**src/rtl/fcs_pkg.sv**
```systemverilog
// Shared types and constants for the frame contrast stretch stage.
package fcs_pkg;

  localparam logic [15:0] GAIN_ONE = 16'h0100;
  localparam logic [15:0] GAIN_NUM = 16'd65280;

  typedef struct packed {
    logic [7:0] r;
    logic [7:0] g;
    logic [7:0] b;
  } rgb888_t;

  typedef enum logic [1:0] {
    ST_IDLE   = 2'd0,
    ST_DIV    = 2'd1,
    ST_COMMIT = 2'd2
  } div_state_t;

  function automatic logic [7:0] min8(input logic [7:0] a, input logic [7:0] b);
    return (a < b) ? a : b;
  endfunction

  function automatic logic [7:0] max8(input logic [7:0] a, input logic [7:0] b);
    return (a > b) ? a : b;
  endfunction

endpackage

```
**src/rtl/fcs_serial_div.sv**
```systemverilog
// 16-bit restoring divider, one quotient bit per cycle. done flags the final
// iteration; quotient holds the finished result from the following cycle on.
module fcs_serial_div (
  input  logic        clk,
  input  logic        rst_n,
  input  logic        start,
  input  logic [15:0] dividend,
  input  logic [15:0] divisor,
  output logic        busy,
  output logic        done,
  output logic [15:0] quotient
);

  logic [15:0] rem_reg;
  logic [15:0] quo_reg;
  logic [15:0] dvs_reg;
  logic [3:0]  cnt_reg;
  logic [16:0] shifted;

  assign shifted  = {rem_reg, quo_reg[15]};
  assign done     = busy && (cnt_reg == 4'd15);
  assign quotient = quo_reg;

  always_ff @(posedge clk or negedge rst_n) begin
    if (!rst_n) begin
      rem_reg <= '0;
      quo_reg <= '0;
      dvs_reg <= '0;
      cnt_reg <= '0;
      busy    <= 1'b0;
    end else if (start) begin
      rem_reg <= '0;
      quo_reg <= dividend;
      dvs_reg <= divisor;
      cnt_reg <= '0;
      busy    <= 1'b1;
    end else if (busy) begin
      if (shifted >= {1'b0, dvs_reg}) begin
        rem_reg <= 16'(shifted - {1'b0, dvs_reg});
        quo_reg <= {quo_reg[14:0], 1'b1};
      end else begin
        rem_reg <= shifted[15:0];
        quo_reg <= {quo_reg[14:0], 1'b0};
      end
      cnt_reg <= cnt_reg + 4'd1;
      if (cnt_reg == 4'd15) busy <= 1'b0;
    end
  end

endmodule

```
**src/rtl/frame_contrast_stretch.sv**
```systemverilog
// Frame-adaptive linear contrast stretch: min/max gathered over frame N set
// the gain/offset applied to frame N+1, with the gain divided out during vsync.
module frame_contrast_stretch
  import fcs_pkg::*;
#(
  parameter bit ENABLE    = 1'b1,
  parameter int MIN_RANGE = 16,
  parameter int PIC_WIDTH = 640
) (
  input  logic        clk,
  input  logic        rst_n,
  input  logic        pre_frame_vsync,
  input  logic        pre_frame_href,
  input  logic        pre_frame_clken,
  input  logic [23:0] pre_img,
  output logic        post_frame_vsync,
  output logic        post_frame_href,
  output logic        post_frame_clken,
  output logic [23:0] post_img,
  output logic        line_err
);

  localparam logic [8:0]  MIN_RANGE_W = 9'(MIN_RANGE);
  localparam logic [15:0] PIC_WIDTH_W = 16'(PIC_WIDTH);

  rgb888_t     pix;
  logic        vsync_q, href_q, vs_rise, href_fall;
  logic [7:0]  pix_min, pix_max, min_acc, max_acc, range_now, min_f;
  logic        small_range, skip_reg;
  logic [15:0] gain_reg, eff_gain, quotient, line_cnt;
  logic [7:0]  offset_reg, eff_off;
  logic        div_start, div_busy, div_done, commit;
  div_state_t  state_reg, state_next;
  logic [2:0]  vs_d, hr_d, ce_d;
  logic [23:0] raw_d1, raw_d2, stretched;

  assign pix         = pre_img;
  assign pix_min     = min8(min8(pix.r, pix.g), pix.b);
  assign pix_max     = max8(max8(pix.r, pix.g), pix.b);
  assign vs_rise     = pre_frame_vsync & ~vsync_q;
  assign href_fall   = href_q & ~pre_frame_href;
  assign range_now   = max_acc - min_acc;
  assign small_range = ({1'b0, range_now} < MIN_RANGE_W) || (range_now == 8'd0);
  assign eff_gain    = ENABLE ? gain_reg : GAIN_ONE;
  assign eff_off     = ENABLE ? offset_reg : 8'd0;

  always_ff @(posedge clk or negedge rst_n) begin
    if (!rst_n) begin
      vsync_q  <= 1'b0;
      href_q   <= 1'b0;
      min_acc  <= 8'hFF;
      max_acc  <= 8'h00;
      min_f    <= 8'h00;
      skip_reg <= 1'b1;
    end else begin
      vsync_q <= pre_frame_vsync;
      href_q  <= pre_frame_href;
      if (vs_rise) begin
        min_f    <= min_acc;
        skip_reg <= small_range;
        min_acc  <= 8'hFF;
        max_acc  <= 8'h00;
      end else if (pre_frame_clken) begin
        min_acc <= min8(min_acc, pix_min);
        max_acc <= max8(max_acc, pix_max);
      end
    end
  end

  fcs_serial_div u_div (
    .clk      (clk),
    .rst_n    (rst_n),
    .start    (div_start),
    .dividend (GAIN_NUM),
    .divisor  ({8'd0, range_now}),
    .busy     (div_busy),
    .done     (div_done),
    .quotient (quotient)
  );

  // A new frame boundary always wins, restarting any division in flight.
  always_comb begin
    state_next = state_reg;
    div_start  = 1'b0;
    commit     = 1'b0;
    case (state_reg)
      ST_IDLE:   state_next = ST_IDLE;
      ST_DIV: begin
        if (div_done)       state_next = ST_COMMIT;
        else if (!div_busy) state_next = ST_IDLE;
      end
      ST_COMMIT: begin
        commit     = 1'b1;
        state_next = ST_IDLE;
      end
      default:   state_next = ST_IDLE;
    endcase
    if (vs_rise) begin
      div_start  = ~small_range;
      state_next = small_range ? ST_COMMIT : ST_DIV;
    end
  end

  always_ff @(posedge clk or negedge rst_n) begin
    if (!rst_n) begin
      state_reg  <= ST_IDLE;
      gain_reg   <= GAIN_ONE;
      offset_reg <= 8'h00;
    end else begin
      state_reg <= state_next;
      if (commit) begin
        gain_reg   <= skip_reg ? GAIN_ONE : quotient;
        offset_reg <= skip_reg ? 8'h00 : min_f;
      end
    end
  end

  genvar gi;
  for (gi = 0; gi < 3; gi++) begin : g_ch
    logic [8:0]  diff;
    logic [7:0]  d_reg;
    logic [23:0] p_reg;

    assign diff = {1'b0, pre_img[gi*8 +: 8]} - {1'b0, eff_off};

    always_ff @(posedge clk or negedge rst_n) begin
      if (!rst_n) begin
        d_reg <= '0;
        p_reg <= '0;
      end else begin
        d_reg <= diff[8] ? 8'd0 : diff[7:0];
        p_reg <= 24'(d_reg) * 24'(eff_gain);
      end
    end

    assign stretched[gi*8 +: 8] = (p_reg[23:16] != 8'd0) ? 8'hFF : p_reg[15:8];
  end

  always_ff @(posedge clk or negedge rst_n) begin
    if (!rst_n) begin
      vs_d     <= '0;
      hr_d     <= '0;
      ce_d     <= '0;
      raw_d1   <= '0;
      raw_d2   <= '0;
      post_img <= '0;
    end else begin
      vs_d   <= {vs_d[1:0], pre_frame_vsync};
      hr_d   <= {hr_d[1:0], pre_frame_href};
      ce_d   <= {ce_d[1:0], pre_frame_clken};
      raw_d1 <= pre_img;
      raw_d2 <= raw_d1;
      if (ENABLE) post_img <= ce_d[1] ? stretched : 24'h0;
      else        post_img <= raw_d2;
    end
  end

  assign post_frame_vsync = vs_d[2];
  assign post_frame_href  = hr_d[2];
  assign post_frame_clken = ce_d[2];

  always_ff @(posedge clk or negedge rst_n) begin
    if (!rst_n) begin
      line_cnt <= '0;
      line_err <= 1'b0;
    end else begin
      if (href_fall)                           line_cnt <= '0;
      else if (pre_frame_href && pre_frame_clken) line_cnt <= line_cnt + 16'd1;
      if (vs_rise)                                      line_err <= 1'b0;
      else if (href_fall && (line_cnt != PIC_WIDTH_W))  line_err <= 1'b1;
    end
  end

endmodule

```
**config.mk**
```make
export PLATFORM = sky130hd
export DESIGN_NAME = frame_contrast_stretch
export DESIGN_NICKNAME = d
export VERILOG_FILES = /design/src/rtl/fcs_pkg.sv /design/src/rtl/fcs_serial_div.sv /design/src/rtl/frame_contrast_stretch.sv
export SDC_FILE = /design/constraint.sdc
export NUM_CORES = 1
export LEC_CHECK = 0
export BUFFER_PORTS_ARGS = -buffer_cell sky130_fd_sc_hd__buf_2
export CORE_MARGIN = 10
export CORE_UTILIZATION = 35
export DETAILED_ROUTE_END_ITERATION = 16
export GPL_ROUTABILITY_DRIVEN = 0
export PLACE_DENSITY_LB_ADDON = 0.15
export SLEW_MARGIN = 40
export SYNTH_ARGS = -nofsm -noshare
export SYNTH_HDL_FRONTEND = slang
export SYNTH_SLANG_ARGS = --single-unit
```
**constraint.sdc**
```tcl
create_clock -name clk -period 4.6 [get_ports clk]
set_input_delay 0.23 -clock clk [delete_from_list [all_inputs] [get_ports clk]]
set_output_delay 0.23 -clock clk [all_outputs]
set_load 0.03 [all_outputs]
```
==> impl_metrics.yaml <==
status:
  status: "finished, final reports clean"
logic_synthesis:
  synth_top_area_share: 0.238
  synth_seq_cells: 218
  async_flop_share: 1.00
  syn_inst: 2285
  yosysWarnings: 0
  synthTopCellsByCount: "inv_1 (310), nand2_1 (303), fa_1 (254)"
  synth_ff_type: "dfrtp_1"
  netlist_top_cells_area: "dfrtp_1 (24%), fa_1 (23%), ha_1 (12%), inv_1 (5.3%), nand2_1 (5.2%)"
  yosysUniqueCellTypes: 84
  synth_edf_count: 0
  synth_largest_area_cell: "dfrtp_1"
  syn_avg_cell_area_um2: 9.58
  synth_area_um2: 21900
  yosysSeqAreaShare: 0.250
  synth_most_common_cell: "inv_1"
  synth_nets: 2771
timing:
  slew_violations: 0
  setup_viol: 0
  finClkSkew_ns: 0.0231
  finalSetupTns_ns: 0
  fin_crit_ns: 4.60
  final_hold_viol_count: 0
  fmax_ghz: 0.218
  min_period_over_period: 0.999
  worst_pin_slew_ns: 0.678
  slew_headroom: 0.548
  rsz0062_at_grt: "true"
placement:
  placedCellCount: 3332
  io_buffers: 56
  hpwl_um: 42800
worst_hold_path:
  hold_path_class: "in -> reg"
global_route:
  antenna_found_initial: 0
  grt_usage: 0.149
  grt_pass1_vias: 17700
  grt_pass1_wl_um: 90900
  grt_overflow: 0
  grt_max_degree: 119
pwr:
  p_seq_frac: 0.175
  switchingPower_mw: 8.90
  p_leak_nw: 12.8
  p_per_area_nw_per_um2: 732
  ir_worst_vdd_mv: 0.365
  comb_power_share: 0.704
  clock_power_share: 0.121
  swShare: 0.448
  total_power_mw: 19.8
  p_int_mw: 10.9
clocking:
  clockRootBuffer: "clkbuf_16"
  clk_pin_slew_ns: 0.06
  cts_tree: "yes"
  clock_latency_ns: 0.58
  numCtsBuffers: 30
  htreeDepth: 1
  clockBufferDepth: 3
  cts.sinks: 218
layout:
  n_antenna_cell: 0
  fill_cells: 5998
  regArea_um2: 5490
  post-route-util: 0.438
  layout-drive-gt1-share: 0.232
  largest_reg_flops: 48
  fin_cells: 3425
  nets: 3050
  syn2layout_area_growth_pct: 23.7
  multi_input_area_um2: 15600
route:
  route.detailed.drc: 0
  viasPerCell: 4.79
  wire_per_inst_um: 15.8
  ant_nets: 0
  dr.pass1.iters: 5
  first_iter_violations: 711
  num_vias: 16400
  routed_wirelength_um: 54000
critical_path:
  cp_top_family: "adder cells"
  crit_chain: "buf_4 -> nand2_2 -> fa_1 -> fa_1 -> inv_1 -> fa_1 -> inv_2 -> fa_1 -> inv_2 -> ha_4 -> a21o_1 -> a21o_1 -> a41o_1 -> a21bo_2 -> a22o_4 -> buf_6 -> o21a_1 -> nor2_2 -> xnor2_1"
  critPathBufInv: 5
  cpMaxStageDelayCell: "fa_1"
  path_class: "reg -> reg"
  crit_top_cell: "fa_1"
  r2r_slack_ns: 0.003
  cpPeakStageDelay_ns: 0.51
  path_max_fanout: 4
  worstSetupStartpointType: "flip-flop"
  end_kind: "flip-flop"
  critPathRequiredTime_ns: 5.09
  worstPathArrival_ns: 5.09
floorplanning:
  die_w_um: 270
  die-area_um2: 73000
  die_height_um: 270
  core_area_um2: 61800
  initial_core_util: 0.354
  ios: 57
  rows: 91
flow_run:
  cap_viol_max_count: 0
-- through the flow --
step / hold WS [ns] / cell area, um^2 / setup slack, ns
4_1_cts: 0.110 / 26400 / -0.143
3_3_place_gp: 0.207 / 25000 / -0.366
6_report: 0.142 / 27100 / 0.00262
3_5_place_dp: 0.209 / 25000 / -0.500
2_1_floorplan: -0.0656 / 22100 / -0.0920
5_1_grt: 0.134 / 27100 / -0.157
-- layout by cell type, fill, tap and decap left out, types with 10 or more instances in the layout --
| cell type | synthesis | layout |
|---|---|---|
| nor2b_1 | 33 | 33 |
| o21a_1 | 38 | 38 |
| a21oi_1 | 67 | 50 |
| inv_1 | 310 | 292 |
| dfrtp_1 | 208 | 187 |
| and2_1 | 173 | 158 |
| dfstp_2 | 10 | 10 |
| o31ai_1 | 12 | 11 |
| nand4_1 | 17 | 17 |
| a21o_1 | 24 | 24 |
| a21oi_2 | 3 | 18 |
| buf_2 | 6 | 54 |
| a211o_1 | 11 | 11 |
| a211oi_1 | 17 | 14 |
| xnor2_1 | 50 | 49 |
| ha_4 | 0 | 17 |
| buf_12 | 0 | 17 |
| nand2b_1 | 37 | 37 |
| and2_4 | 1 | 16 |
| ha_1 | 203 | 184 |
| buf_6 | 4 | 23 |
| fa_2 | 0 | 14 |
| nor3_1 | 19 | 17 |
| inv_2 | 0 | 15 |
| fa_1 | 254 | 240 |
| o21ai_0 | 87 | 69 |
| nor2_1 | 109 | 104 |
| buf_4 | 3 | 232 |
| nand3_1 | 23 | 21 |
| o21ai_1 | 6 | 17 |
| xor2_1 | 21 | 21 |
| dfrtp_2 | 0 | 21 |
| mux2i_1 | 33 | 29 |
| nand2_1 | 303 | 294 |
| clkbuf_16 | 0 | 31 |
-- what timing repair did --
item,in CTS,in global routing
hold buffers,4,0
gates resized for setup,49,149
setup buffers,10,23
hold endpoints to repair,57,0
setup endpoints to repair,22,51
pin swaps,30,99
-- cells by family after synthesis --
logic type | Yosys count | synth area share
and+or+nand+nor | 762 | 0.172
adders and majority gates | 457 | 0.348
buffers and inverters | 401 | 0.0714
AOI/OAI and AO/OA | 327 | 0.102
DFF | 218 | 0.250
xor gates and xnor gates | 72 | 0.0291
muxes | 48 | 0.0276
-- cell type report --
type,count,area share
Clock buffer,36,0.0304
Clock inverter,20,0.00748
Inverter,310,0.0436
Multi-Input combinational cell,1666,0.575
Sequential cell,218,0.203
Tap cell,837,0.0387
Timing Repair Buffer,338,0.102
-- per-layer routing --
metal / vias to the layer above / part of all wire / routed length (um) / global-route usage
li1: 7923 / - / - / -
met1: 8263 / 0.46 / 24700 / 0.192
met2: 168 / 0.50 / 27200 / 0.265
met3: 49 / 0.027 / 1470 / 0.0186
met4: 0 / 0.013 / 711 / 0.0276
met5: - / 0 / 0 / 0
-- worst register-to-register path, delay by kind of cell, from the launching register on --
kind | cells | cell delay (ns)
xor gates and xnor gates | 1 | 0.12
adders and majority gates | 5 | 2.15
AOI/OAI and AO/OA | 6 | 1.22
buffers and inverters | 5 | 0.42
DFF | 1 | 0.44
and+or+nand+nor | 2 | 0.17
-- final timing paths --
kind | start | endpoint | depth (start not counted)
worst min register to register | vs_d[1] | vs_d[2] | 0
max in group asynchronous | rst_n | line_cnt[10] | 3
worst max-delay path | eff_gain[3] | g_ch[0].p_reg[21] | 19
worst max register to register | eff_gain[3] | g_ch[0].p_reg[21] | 19
worst min-delay path | pre_img[4] | max_acc[4] | 3
min in group asynchronous | rst_n | post_img[18] | 2
-- power by group through the flow --
stage	Clock (mW)	Combinational [mW]	Sequential, mW
6_report	2.39	14.0	3.48
5_1_grt	2.54	16.0	3.59
4_1_cts	2.47	13.3	3.49
3_5_place_dp	0	12.9	3.52
3_3_place_gp	0	12.7	3.51
2_1_floorplan	0	8.79	3.26
No activity file was read; power rests on OpenSTA's default activity.
